`config.mk`:
```
export PLATFORM = sky130hd
export DESIGN_NAME = uart_seq_tx_flat
export DESIGN_NICKNAME = d
export VERILOG_FILES = /design/src/rtl/uart_seq_tx_if.sv /design/src/rtl/uart_seq_tx.sv /design/src/flat_wrapper.sv
export SDC_FILE = /design/constraint.sdc
export NUM_CORES = 1
export LEC_CHECK = 0
export BUFFER_PORTS_ARGS = -buffer_cell sky130_fd_sc_hd__clkbuf_2
export CAP_MARGIN = 20
export CORE_MARGIN = 4
export CORE_UTILIZATION = 45
export DETAILED_ROUTE_END_ITERATION = 10
export PLACE_DENSITY = 0.69
export SLEW_MARGIN = 5
export SYNTH_ARGS = -nofsm -noshare
export SYNTH_HDL_FRONTEND = slang
export SYNTH_SLANG_ARGS = --single-unit
```
`constraint.sdc`:
```
create_clock -name clk -period 2 [get_ports clk]
set_clock_uncertainty 0.15 [all_clocks]
set_input_delay 0.1 -clock clk [delete_from_list [all_inputs] [get_ports clk]]
set_output_delay 0.1 -clock clk [all_outputs]
set_load 0.02 [all_outputs]
```
`src/rtl/uart_seq_tx_if.sv`:
```
// Trigger/payload and serial-side signals of the multi-character UART transmitter.
// The master drives start/payload; the transmitter (slave) drives the line and status.
interface uart_seq_tx_if #(
    parameter int unsigned DATA_BITS = 8,
    parameter int unsigned NUM_CHARS = 8
);
    localparam int unsigned IDX_W = $clog2(NUM_CHARS + 1);

    logic                           start;
    logic [NUM_CHARS*DATA_BITS-1:0] payload;
    logic                           tx;
    logic                           busy;
    logic                           done;
    logic [IDX_W-1:0]               char_idx;

    modport master (
        output start,
        output payload,
        input  tx,
        input  busy,
        input  done,
        input  char_idx
    );

    modport slave (
        input  start,
        input  payload,
        output tx,
        output busy,
        output done,
        output char_idx
    );
endinterface

```
`src/rtl/uart_seq_tx.sv`:
```
// Serialises NUM_CHARS back-to-back UART frames from a captured payload on a one-cycle
// trigger. Bit timing, parity, stop bits and the inter-character gap are parameters.
module uart_seq_tx #(
    parameter int unsigned CLK_HZ    = 12000000,
    parameter int unsigned BAUD      = 115200,
    parameter int unsigned DATA_BITS = 8,
    parameter int unsigned NUM_CHARS = 8,
    parameter int unsigned PARITY    = 0,
    parameter int unsigned STOP_BITS = 1,
    parameter int unsigned IDLE_GAP  = 0
) (
    input logic          clk,
    input logic          reset_n,
    uart_seq_tx_if.slave bus
);
    localparam int unsigned BAUD_P = CLK_HZ / BAUD;
    localparam int unsigned CNT_W  = (BAUD_P > 1) ? $clog2(BAUD_P) : 1;
    localparam int unsigned BIT_W  = $clog2(DATA_BITS);
    localparam int unsigned IDX_W  = $clog2(NUM_CHARS + 1);
    localparam int unsigned GAP_W  = (IDLE_GAP > 1) ? $clog2(IDLE_GAP) : 1;
    localparam int unsigned PAY_W  = NUM_CHARS * DATA_BITS;

    localparam logic [CNT_W-1:0] BAUD_LAST = CNT_W'(BAUD_P - 1);
    localparam logic [BIT_W-1:0] DATA_LAST = BIT_W'(DATA_BITS - 1);
    localparam logic [BIT_W-1:0] STOP_LAST = BIT_W'(STOP_BITS - 1);
    localparam logic [IDX_W-1:0] IDX_LAST  = IDX_W'(NUM_CHARS - 1);
    localparam logic [GAP_W-1:0] GAP_LAST  = GAP_W'((IDLE_GAP > 0) ? IDLE_GAP - 1 : 0);

    typedef enum logic [2:0] {StIdle, StStart, StData, StParity, StStop, StGap} state_e;

    state_e             state_q, state_d;
    logic [CNT_W-1:0]   baud_q, baud_d;
    logic [BIT_W-1:0]   bit_q, bit_d;
    logic [IDX_W-1:0]   idx_q, idx_d;
    logic [GAP_W-1:0]   gap_q, gap_d;
    logic [PAY_W-1:0]   shift_q, shift_d;
    logic               par_q, par_d;
    logic               tx_q, tx_d;
    logic               busy_q, busy_d;
    logic               done_q, done_d;
    logic               baud_end;

    always_ff @(posedge clk or negedge reset_n) begin
        if (!reset_n) begin
            state_q <= StIdle;
        end else begin
            state_q <= state_d;
        end
    end

    // The whole payload shifts right one place per data bit, so the next character's LSB
    // is already at bit 0 when its frame starts.
    always_comb begin
        state_d  = state_q;
        bit_d    = bit_q;
        idx_d    = idx_q;
        gap_d    = gap_q;
        shift_d  = shift_q;
        par_d    = par_q;
        baud_end = (baud_q == BAUD_LAST);
        baud_d   = baud_end ? '0 : baud_q + 1'b1;
        case (state_q)
            StIdle: begin
                baud_d = '0;
                if (bus.start) begin
                    state_d = StStart;
                    shift_d = bus.payload;
                    idx_d   = '0;
                end
            end
            StStart: begin
                if (baud_end) begin
                    state_d = StData;
                    bit_d   = '0;
                    par_d   = 1'b0;
                end
            end
            StData: begin
                if (baud_end) begin
                    par_d   = par_q ^ shift_q[0];
                    shift_d = shift_q >> 1;
                    if (bit_q == DATA_LAST) begin
                        bit_d   = '0;
                        state_d = (PARITY != 0) ? StParity : StStop;
                    end else begin
                        bit_d = bit_q + 1'b1;
                    end
                end
            end
            StParity: begin
                if (baud_end) begin
                    state_d = StStop;
                end
            end
            StStop: begin
                if (baud_end) begin
                    if (bit_q == STOP_LAST) begin
                        bit_d = '0;
                        if (idx_q == IDX_LAST) begin
                            state_d = StIdle;
                            idx_d   = '0;
                        end else if (IDLE_GAP > 0) begin
                            state_d = StGap;
                            gap_d   = '0;
                        end else begin
                            state_d = StStart;
                            idx_d   = idx_q + 1'b1;
                        end
                    end else begin
                        bit_d = bit_q + 1'b1;
                    end
                end
            end
            StGap: begin
                baud_d = '0;
                if (gap_q == GAP_LAST) begin
                    state_d = StStart;
                    idx_d   = idx_q + 1'b1;
                    gap_d   = '0;
                end else begin
                    gap_d = gap_q + 1'b1;
                end
            end
            default: state_d = StIdle;
        endcase
    end

    // Outputs are decoded from the next state so the registered line changes on the same
    // edge as the state it belongs to.
    always_comb begin
        busy_d = (state_d != StIdle);
        done_d = (state_q == StStop) && (state_d == StIdle);
        case (state_d)
            StStart:  tx_d = 1'b0;
            StData:   tx_d = shift_d[0];
            StParity: tx_d = (PARITY == 1) ? par_d : ~par_d;
            default:  tx_d = 1'b1;
        endcase
    end

    always_ff @(posedge clk or negedge reset_n) begin
        if (!reset_n) begin
            baud_q  <= '0;
            bit_q   <= '0;
            idx_q   <= '0;
            gap_q   <= '0;
            shift_q <= '0;
            par_q   <= 1'b0;
            tx_q    <= 1'b1;
            busy_q  <= 1'b0;
            done_q  <= 1'b0;
        end else begin
            baud_q  <= baud_d;
            bit_q   <= bit_d;
            idx_q   <= idx_d;
            gap_q   <= gap_d;
            shift_q <= shift_d;
            par_q   <= par_d;
            tx_q    <= tx_d;
            busy_q  <= busy_d;
            done_q  <= done_d;
        end
    end

    assign bus.tx       = tx_q;
    assign bus.busy     = busy_q;
    assign bus.done     = done_q;
    assign bus.char_idx = idx_q;
endmodule

```
`src/flat_wrapper.sv`:
```
// flat-port wrapper written by rule: the top's interface ports become plain ports
module uart_seq_tx_flat 
#(
    parameter int unsigned CLK_HZ    = 12000000,
    parameter int unsigned BAUD      = 115200,
    parameter int unsigned DATA_BITS = 8,
    parameter int unsigned NUM_CHARS = 8,
    parameter int unsigned PARITY    = 0,
    parameter int unsigned STOP_BITS = 1,
    parameter int unsigned IDLE_GAP  = 0
)
  (clk, reset_n, bus_start, bus_payload, bus_tx, bus_busy, bus_done, bus_char_idx);
  uart_seq_tx_if #(.DATA_BITS(DATA_BITS), .NUM_CHARS(NUM_CHARS)) bus_i ();
  input logic clk;
  input logic reset_n;
  input wire logic [$bits(bus_i.start)-1:0] bus_start;
  input wire logic [$bits(bus_i.payload)-1:0] bus_payload;
  output wire logic [$bits(bus_i.tx)-1:0] bus_tx;
  output wire logic [$bits(bus_i.busy)-1:0] bus_busy;
  output wire logic [$bits(bus_i.done)-1:0] bus_done;
  output wire logic [$bits(bus_i.char_idx)-1:0] bus_char_idx;
  assign bus_i.start = bus_start;
  assign bus_i.payload = bus_payload;
  assign bus_tx = bus_i.tx;
  assign bus_busy = bus_i.busy;
  assign bus_done = bus_i.done;
  assign bus_char_idx = bus_i.char_idx;
  uart_seq_tx #(.CLK_HZ(CLK_HZ), .BAUD(BAUD), .DATA_BITS(DATA_BITS), .NUM_CHARS(NUM_CHARS), .PARITY(PARITY), .STOP_BITS(STOP_BITS), .IDLE_GAP(IDLE_GAP)) u_core (.clk(clk), .reset_n(reset_n), .bus(bus_i));
endmodule
```
==> impl_metrics.toml, run 1 <==
[grt]
global_route.overflow_total = 0
first_global_vias = 3482
grt_start_max_net_pins = 40
wire_length_of_the_first_global_routing_pass_mm = 16.1
grt.total_usage_pct = 19.3
antenna_found_initial = 0

[sta]
transition_time_of_the_tightest_slew_check_pin_ns = 0.486
max_freq_ghz = 0.514
setup_viol = 0
fin_tns_setup_ns = 0
hold_ws_ns = 0.0971
timing_hold_violations_final = 0
period_needed_ns = 1.95
final_slew_viol_count = 0
timing.slew.headroom_pct = 67.6
setup_repair_after_global_routing_missed_its_margin = "yes"
period_share_pct = 97.3

[critical_path]
criticalPathCategory = "reg -> reg"
cp_data_required_time_ns = 2.08
critPathArrivalTime_ns = 2.03
start_kind = "flip-flop"
crit_path_end_kind = "flip-flop"
crit_path_max_fanout = 19

[power]
swShare_pct = 24.0
sequentialPowerShare_pct = 55.9
cellLeakagePower_nw = 2.71
power.share.combinational_pct = 8.3
pwr_density_cell_nw_per_um2 = 596
vdd_ir_drop_max_mv = 0.374
power_switching_mw = 0.783
p_clk_share_pct = 35.8
cellInternalPower_mw = 2.47
p_total_mw = 3.26

[logic_synthesis]
synthesis.area_per_instance_sq_um = 9.61
synth.top_cell.area_share_pct = 53.2
synth.most_common_cell = "sky130_fd_sc_hd__nand2_1"
syn-instance-count = 411
proportion_of_synthesized_chip_area_in_sequential_cells_pct = 53.9
yosysWarnings = 0
synth_enable_flop_cells = 0
synth_top_flop_cell = "sky130_fd_sc_hd__dfrtp_1"
share_of_async_settable_or_async_resettable_flops_after_synthesis_pct = 100
synth.net_count = 483
synth_top_area_cell = "sky130_fd_sc_hd__dfrtp_1"
synth_cell_type_count = 47
mappedNetlistArea_sq_um = 3950
synth_common_cells = "sky130_fd_sc_hd__nand2_1 (135), sky130_fd_sc_hd__dfrtp_1 (84), sky130_fd_sc_hd__a22oi_1 (62)"
post_synth_main_area_contributors = "sky130_fd_sc_hd__dfrtp_1 (53%), sky130_fd_sc_hd__nand2_1 (13%), sky130_fd_sc_hd__a22oi_1 (12%)"
register_bit_count_reported_by_yosys = 85

[die]
design.core.area_sq_um = 8380
boundaryPins = 74
row_count = 33
die_area_sq_um = 10300
floorplan.die.width_um = 102
floorplan.die.height_um = 102
initial_utilization_pct = 47.1

[run_status]
status = "completed"

[cells_and_area]
final_nets = 632
layout-drive-gt1-share_pct = 23.2
synthToLayoutAreaGrowth_pct = 38.4
post-route-cell-area_sq_um = 5470

[route]
drt-initial-drc-count = 197
final_antenna_net_count = 0
detail_route.vias_per_cell = 5.33
drt-pass1-iter-count = 5
detailroute.via_count = 3575
wire_per_inst_um = 14.6
totalWireLength_mm = 9.76
route.detailed.drc = 0

[clock_tree]
tritoncts = "done"
cts_h_tree_depth = 3
clock_tree.root_cell = "sky130_fd_sc_hd__clkbuf_8"
cts_buffer_depth = 2
worst_skew_pair.late_latency_ns = 0.35
tritoncts.num_buffers = 9
clkSlewWorstSetupHoldPaths_ns = 0.09
clock_sink_count = 85

[place]
dp_hpwl_mm = 6.07
place_area_sq_um = 4540
numPortBuffers = 73
place.gp.congestion = 0.908

[run]
maxCapViolations = 0

[worst_hold_path]
worstHoldPathType = "in -> async"
[cell families (layout without fill, tap and decap cells)]
| group | count (synthesis) | after routing | share of synthesized area [%] |
|---|---|---|---|
| XOR/XNOR | 6 | 6 | 1.33 |
| adder cells (fa/ha/maj) | 5 | 5 | 1.58 |
| AND/OR/NAND/NOR | 185 | 185 | 21.4 |
| multiplexers | 4 | 4 | 1.05 |
| AO/OA/AOI/OAI | 93 | 93 | 16.9 |
| buffers and inverters | 33 | 187 | 3.86 |
| other | 0 | 1 | 0 |
| flip-flops | 85 | 85 | 53.9 |
[routing by layer]
metal  part of all wire (%)  up-vias  global-route usage [%]
met2                     47      113                    29.8
met4                    2.2        0                    8.28
met1                     46     1708                    26.7
met5                      0        -                       0
li1                       -     1732                       -
met3                    4.7       22                    3.37
[sequential cells by signal (all words and copies together) (netlist names)]
signal               count
u_core.baud_q            7
u_core.bus.char_idx      4
u_core.state_q           3
u_core.bit_q             3
u_core.bus.done          1
u_core.shift_q          64
u_core.bus.tx            1
u_core.par_q             1
u_core.bus.busy          1
[cell type report]
class                           instances  area [sq um]
Multi-Input combinational cell        293          1700
Sequential cell                        85          2130
Fill cell                             682          2920
Timing Repair Buffer                  164          1290
Inverter                                7          26.3
Tap cell                              105           131
Antenna cell                            1          2.50
Clock inverter                          5          41.3
Clock buffer                           11           151
[worst max-delay path, stage by stage, from the launching register on]
cell and delay (ns):
sky130_fd_sc_hd__dfrtp_1 0.42, sky130_fd_sc_hd__nand4bb_4 0.31, sky130_fd_sc_hd__nor4_4 0.38, sky130_fd_sc_hd__buf_4 0.20, sky130_fd_sc_hd__nor2_4 0.06, sky130_fd_sc_hd__clkbuf_16 0.18
sky130_fd_sc_hd__nand2_1 0.08, sky130_fd_sc_hd__nand2_1 0.05
[repair_timing]
action	in CTS	in global routing
gates cloned	0	1
hold buffers	65	0
resized for setup	0	10
buffers inserted	0	4
hold endpoints to repair	130	0
pin swaps	1	3
setup endpoints to repair	19	65
[per-stage QoR]
step,util [%],std cells,setup WS (ns)
final,65.2,671,0.0548
after global routing,65.2,670,-0.0312
after global placement,54.1,584,0.0460
after detailed placement,54.1,584,-0.00765
after floorplan,-,411,0.0959
after CTS,64.2,665,0.0377
[power groups by stage]
stage / Sequential, mW / Combinational (mW) / Clock, mW
6_report: 1.82 / 0.270 / 1.17
5_1_grt: 1.83 / 0.307 / 1.28
4_1_cts: 1.82 / 0.271 / 1.21
3_5_place_dp: 1.85 / 0.171 / 0
3_3_place_gp: 1.85 / 0.165 / 0
2_1_floorplan: 1.84 / 0.0512 / 0
[worst paths after layout]
kind / end / slack [ns] / start / depth (start not counted)
max: u_core.shift_q[24]$_DFFE_PN0P_ / 0.05 / u_core.baud_q[4]$_DFF_PN0_ / 7
min: u_core.bus.char_idx[3]$_DFFE_PN0P_ / 0.1 / reset_n / 2
max reg2reg: u_core.shift_q[24]$_DFFE_PN0P_ / 0.05 / u_core.baud_q[4]$_DFF_PN0_ / 7
min reg2reg: u_core.shift_q[12]$_DFFE_PN0P_ / 0.33 / u_core.shift_q[12]$_DFFE_PN0P_ / 2
max in group asynchronous: u_core.state_q[1]$_DFF_PN0_ / 0.95 / reset_n / 3
min in group clk: u_core.shift_q[0]$_DFF_PN0_ / 0.17 / bus_start / 4
[layout by cell type, fill, tap and decap left out, types with 2 or more instances in the layout]
cell type and count:
sky130_fd_sc_hd__nand2_1 134, sky130_fd_sc_hd__dfrtp_1 83, sky130_fd_sc_hd__clkbuf_2 72, sky130_fd_sc_hd__dlygate4sd3_1 65, sky130_fd_sc_hd__a22oi_1 62, sky130_fd_sc_hd__buf_4 21, sky130_fd_sc_hd__nor2_1 15, sky130_fd_sc_hd__clkbuf_8 11
sky130_fd_sc_hd__a21oi_1 8, sky130_fd_sc_hd__inv_1 7, sky130_fd_sc_hd__nand3_1 7, sky130_fd_sc_hd__o21ai_0 5, sky130_fd_sc_hd__nand2b_1 4, sky130_fd_sc_hd__o31ai_1 4, sky130_fd_sc_hd__ha_1 4, sky130_fd_sc_hd__buf_12 4
sky130_fd_sc_hd__nand3b_1 3, sky130_fd_sc_hd__o21ai_1 3, sky130_fd_sc_hd__xor2_1 3, sky130_fd_sc_hd__xnor2_1 3, sky130_fd_sc_hd__nor2_4 2, sky130_fd_sc_hd__nor2b_2 2, sky130_fd_sc_hd__nor2b_1 2, sky130_fd_sc_hd__nand4_1 2
sky130_fd_sc_hd__mux2i_1 2, sky130_fd_sc_hd__a22o_1 2, sky130_fd_sc_hd__inv_6 2, sky130_fd_sc_hd__clkinvlp_4 2
(Power assumes the default switching activity.)
==> run 2, diff against run 1 <==
--- a/config.mk
+++ b/config.mk
@@ -10,7 +10,7 @@
 export CORE_MARGIN = 4
 export CORE_UTILIZATION = 45
 export DETAILED_ROUTE_END_ITERATION = 10
-export PLACE_DENSITY = 0.69
+export PLACE_DENSITY = 0.65
 export SLEW_MARGIN = 5
 export SYNTH_ARGS = -nofsm -noshare
 export SYNTH_HDL_FRONTEND = slang
==> impl_metrics.toml, run 2 (synthesized netlist as in run 1, its figures left out) <==
[route]
route.detailed.drc = 0
totalWireLength_mm = 9.66
wire_per_inst_um = 14.5
drt-initial-drc-count = 146
detail_route.vias_per_cell = 5.23
final_antenna_net_count = 0
drt-pass1-iter-count = 4
detailroute.via_count = 3489

[critical_path]
worst_reg2reg_path_startpoint = "u_core.state_q[2]$_DFF_PN0_"
criticalPathCategory = "reg -> reg"
cp_data_required_time_ns = 2.14
cell_breakdown_of_the_critical_path = "buf_4 > nor2b_1 > o21ai_0 > or4_1 > nand2_1"
crit_path_max_fanout = 10
critPathArrivalTime_ns = 2.03
worst_path_max_delay_cell = "sky130_fd_sc_hd__or4_1"
crit_path_end_kind = "flip-flop"
start_kind = "flip-flop"
timing.critical_path.from = "u_core.state_q[2]$_DFF_PN0_"
critical-path-max-stage-delay_ns = 0.52

[cells_and_area]
layout-drive-gt1-share_pct = 21.9
regMostFlops = "u_core.shift_q"
post-route-cell-area_sq_um = 5410
final_nets = 630
synthToLayoutAreaGrowth_pct = 37.0
final-instance-count-excl-fill = 667
antenna-diode-count = 0
utilization_pct = 64.6
final_common_cell = "sky130_fd_sc_hd__nand2_1"
n_fill_cell = 700
final_cell_mix = "sky130_fd_sc_hd__nand2_1 (135), sky130_fd_sc_hd__dfrtp_1 (84), sky130_fd_sc_hd__clkbuf_2 (72)"
largest_reg_flops = 64

[place]
numPlacedInstances = 582
place_area_sq_um = 4500
place.gp.congestion = 0.812
numPortBuffers = 73
dp_hpwl_mm = 5.94

[die]
design.core.area_sq_um = 8380
boundaryPins = 74
floorplan.die.width_um = 102
floorplan.die.height_um = 102
initial_utilization_pct = 47.1
row_count = 33
die_area_sq_um = 10300

[grt]
antenna_found_initial = 0
wire_length_of_the_first_global_routing_pass_mm = 16.9
grt_start_max_net_pins = 59
global_route.overflow_total = 0
grt.total_usage_pct = 20.5
first_global_vias = 3581

[power]
vdd_ir_drop_max_mv = 0.422
pwr_density_cell_nw_per_um2 = 614
p_total_mw = 3.32
cellLeakagePower_nw = 2.71

[clock_tree]
worst_skew_pair.late_latency_ns = 0.35
clkSlewWorstSetupHoldPaths_ns = 0.09
cts_h_tree_depth = 3
clock_tree.root_cell = "sky130_fd_sc_hd__clkbuf_8"
cts_buffer_depth = 2
clock_sink_count = 85
tritoncts = "done"
tritoncts.num_buffers = 9

[sta]
period_needed_ns = 1.90
transition_time_of_the_tightest_slew_check_pin_ns = 0.463
period_share_pct = 94.8
timing_hold_violations_final = 0
max_freq_ghz = 0.528
setup_viol = 0
hold_ws_ns = 0.0941
final_slew_viol_count = 0
timing.slew.headroom_pct = 68.9

[worst_hold_path]
worstHoldPathType = "in -> async"

[run]
maxCapViolations = 0

[run_status]
status = "completed"
-- run 2: worst paths after layout --
| path | slack (ns) | end | cells past startpoint |
|---|---|---|---|
| worst min register to register | 0.33 | u_core.shift_q[2]$_DFFE_PN0P_ | 2 |
| max in group asynchronous | 0.97 | u_core.shift_q[22]$_DFFE_PN0P_ | 3 |
| min in group clk | 0.18 | u_core.shift_q[0]$_DFF_PN0_ | 4 |
| worst min-delay path | 0.09 | u_core.shift_q[57]$_DFFE_PN0P_ | 2 |
| worst max register to register | 0.10 | u_core.bus.char_idx[3]$_DFFE_PN0P_ | 5 |
| worst max-delay path | 0.10 | u_core.bus.char_idx[3]$_DFFE_PN0P_ | 5 |
-- run 2: metal layers --
layer / wire length, um / share of wire [%] / vias up / track usage (%)
met5: 0 / 0 / - / 0
met4: 84 / 0.87 / 0 / 5.11
met3: 365 / 3.8 / 8 / 5.03
met2: 4780 / 49 / 69 / 34.1
li1: - / - / 1718 / -
met1: 4430 / 46 / 1694 / 27.2
-- run 2: cell type report --
| type | instances | area [sq um] | share of cell area (%) |
|---|---|---|---|
| well taps | 105 | 131 | 2.43 |
| flip-flops and latches | 85 | 2130 | 39.3 |
| repair buffers | 162 | 1230 | 22.8 |
| inverters | 7 | 26.3 | 0.486 |
| clock buffers | 10 | 138 | 2.54 |
| multi-input cells | 293 | 1690 | 31.3 |
| clock inverters | 5 | 60.1 | 1.11 |
-- run 2: timing repair --
action,CTS,global route
resized for setup,1,6
hold buffers,65,0
buffers inserted,0,5
endpoints found under the hold margin,149,0
pin swaps,0,3
endpoints found under the setup margin,1,64
-- run 2: power by group --
group / total [mW] / internal, mW / switching [mW]
sequential: 1.82 / 1.78 / 0.0384
combinational: 0.268 / 0.159 / 0.108
clock: 1.23 / 0.609 / 0.622
total: 3.32 / 2.55 / 0.769
-- run 2: worst max-delay path: cells and delay by family, from the launching register on --
family,cells,cell delay [ns]
buffers and inverters,1,0.21
flip-flops,1,0.48
AND/OR/NAND/NOR,3,0.84
AO/OA/AOI/OAI,1,0.16
-- run 2: metrics by stage --
stage,setup TNS (ns),worst slack [ns]
final,0,0.105
after global routing,-0.0122,-0.0122
after CTS,0,0.0246
after detailed placement,0,0.0306
after global placement,0,0.0792
after floorplan,0,0.0959
==> run 3, diff against run 2 <==
--- a/config.mk
+++ b/config.mk
@@ -7,10 +7,10 @@
 export LEC_CHECK = 0
 export BUFFER_PORTS_ARGS = -buffer_cell sky130_fd_sc_hd__clkbuf_2
 export CAP_MARGIN = 20
-export CORE_MARGIN = 4
+export CORE_MARGIN = 1.5
 export CORE_UTILIZATION = 45
 export DETAILED_ROUTE_END_ITERATION = 10
-export PLACE_DENSITY = 0.65
+export PLACE_DENSITY_LB_ADDON = 0.25
 export SLEW_MARGIN = 5
 export SYNTH_ARGS = -nofsm -noshare
 export SYNTH_HDL_FRONTEND = slang
==> impl_metrics.toml, run 3 (synthesized netlist as in run 1, its figures left out) <==
[run_status]
status = "completed"

[route]
highest_layer = "met4"
final_antenna_net_count = 0
detail_route.vias_per_cell = 5.29
routed-wl-met3_um = 395
wire_per_inst_um = 13.8
routed_met2_length_mm = 4.37
route.detailed.drc = 0
detailroute.via_count = 3514
drt-pass1-iter-count = 5
drt-initial-drc-count = 198
totalWireLength_mm = 9.17
m1WireLength_mm = 4.22

[critical_path]
start_kind = "flip-flop"
crit_path_end_kind = "flip-flop"
cp_data_required_time_ns = 2.14
crit_path_max_fanout = 5
critPathTopFamily = "simple AND/OR/NAND/NOR gates"
cell_breakdown_of_the_critical_path = "ha_1 > buf_4 > and2_1 > nand4_1 > a21o_1 > or4_1 > nand2_1"
worst_path_max_delay_cell = "sky130_fd_sc_hd__or4_1"
criticalPathCategory = "reg -> reg"
critical-path-max-stage-delay_ns = 0.40
worst-path-buf-inv = 1
critPathArrivalTime_ns = 2.05

[power]
pwr_density_cell_nw_per_um2 = 594
cellLeakagePower_nw = 2.67
vdd_ir_drop_max_mv = 0.349

[sta]
period_share_pct = 95.4
transition_time_of_the_tightest_slew_check_pin_ns = 0.504
setup_viol = 0
final.setup.worst_slack_ns = 0.0926
max_freq_ghz = 0.524
setup_repair_after_global_routing_missed_its_margin = "no"
period_needed_ns = 1.91
fin_tns_setup_ns = 0
final_slew_viol_count = 0
timing.slew.headroom_pct = 66.2
timing_hold_violations_final = 0

[place]
dpl_worst_slack_ns = 0.0881
numPortBuffers = 73
place.gp.congestion = 0.872
dp_hpwl_mm = 5.80

[clock_tree]
tritoncts.num_buffers = 9
clock_sink_count = 85
clkSlewWorstSetupHoldPaths_ns = 0.09
clock_tree.root_cell = "sky130_fd_sc_hd__clkbuf_8"
cts_h_tree_depth = 3
cts_buffer_depth = 2
worst_skew_pair.late_latency_ns = 0.35
tritoncts = "done"

[die]
design.core.area_sq_um = 8340
floorplan.die.width_um = 96.7
initial_utilization_pct = 47.4
boundaryPins = 74
die_area_sq_um = 9350
floorplan.die.height_um = 96.7
row_count = 33

[grt]
grt.total_usage_pct = 20.4
antenna_found_initial = 0
first_global_vias = 3438
grt_start_max_net_pins = 63
wire_length_of_the_first_global_routing_pass_mm = 16.0
global_route.overflow_total = 0

[cells_and_area]
antenna-diode-count = 0
largest_reg_flops = 64
final_common_cell = "sky130_fd_sc_hd__nand2_1"
n_fill_cell = 646
final_nets = 626
final_cell_mix = "sky130_fd_sc_hd__nand2_1 (135), sky130_fd_sc_hd__dfrtp_1 (84), sky130_fd_sc_hd__clkbuf_2 (72)"
synthToLayoutAreaGrowth_pct = 35.9
register_area_sq_um = 2130
regMostFlops = "u_core.shift_q"
multi_input_comb_area_sq_um = 1690
layout-drive-gt1-share_pct = 21.3

[run]
maxCapViolations = 0

[worst_hold_path]
worstHoldPathType = "in -> async"
==> run 3: changes by cell type in the layout (fill, tap and decap cells not counted), sizes merged <==
cell | before | now
buf | 25 | 21
clkinvlp | 1 | 2
inv | 8 | 9
bufinv | 1 | 0
==> run 3: stage by stage <==
step                      hold WS (ns)  power (mW)  instance area, sq um  std cells  utilization (%)
after detailed placement        -0.107        2.02                  4520        582             54.2
after global placement          -0.109        2.02                  4520        582             54.2
after floorplan                 -0.346        1.89                  3950        411                -
final                           0.0406        3.19                  5370        664             64.4
after global routing            0.0713        3.33                  5370        664             64.4
after CTS                       0.0421        3.22                  5350        663             64.1
==> run 3: final timing paths <==
path                                                    start                            endpoint  slack [ns]  cells after the start
worst max register to register     u_core.baud_q[1]$_DFF_PN0_  u_core.bus.char_idx[3]$_DFFE_PN0P_        0.09                      7
worst min register to register  u_core.shift_q[8]$_DFFE_PN0P_       u_core.shift_q[8]$_DFFE_PN0P_        0.33                      2
worst max-delay path               u_core.baud_q[1]$_DFF_PN0_  u_core.bus.char_idx[3]$_DFFE_PN0P_        0.09                      7
max in group asynchronous                             reset_n         u_core.state_q[0]$_DFF_PN0_        1.01                      3
worst min-delay path                                  reset_n  u_core.bus.char_idx[2]$_DFFE_PN0P_        0.04                      2
min in group clk                                    bus_start         u_core.shift_q[0]$_DFF_PN0_        0.14                      4
==> run 3: power by group <==
part | switching [mW] | leakage [nW] | internal, mW | total, mW
logic | 0.108 | 1.50 | 0.161 | 0.269
clock network | 0.639 | 0.0833 | 0.461 | 1.10
registers | 0.0381 | 1.08 | 1.78 | 1.82
total | 0.785 | 2.67 | 2.40 | 3.19
==> run 3: what timing repair did <==
item                                   4_1_cts  5_1_grt
buffers inserted                             0        1
hold buffers                                65        0
endpoints found under the hold margin      148        0
gates resized for setup                      0        3
setup endpoints to repair                    0       68
==> run 3: final cells by class <==
cell class / count / area share, %
clock buffers: 10 / 2.38
clock inverters: 6 / 0.862
well taps: 105 / 2.45
flip-flops and latches: 85 / 39.7
multi-input cells: 293 / 31.5
inverters: 7 / 0.490
repair buffers: 158 / 22.7
==> run 3: per-layer routing <==
| metal | vias up | global-route usage [%] |
|---|---|---|
| met4 | 0 | 7.58 |
| met1 | 1671 | 27.9 |
| met2 | 104 | 32.6 |
| li1 | 1716 | - |
| met3 | 23 | 3.47 |
| met5 | - | 0 |
==> run 3: worst reg2reg max path, delay by kind of cell (launching register included) <==
kind	cells	cell delay [ns]
simple gates	4	0.77
flops	1	0.38
compound gates	1	0.24
buf+inv	1	0.12
fa+ha+maj	1	0.19
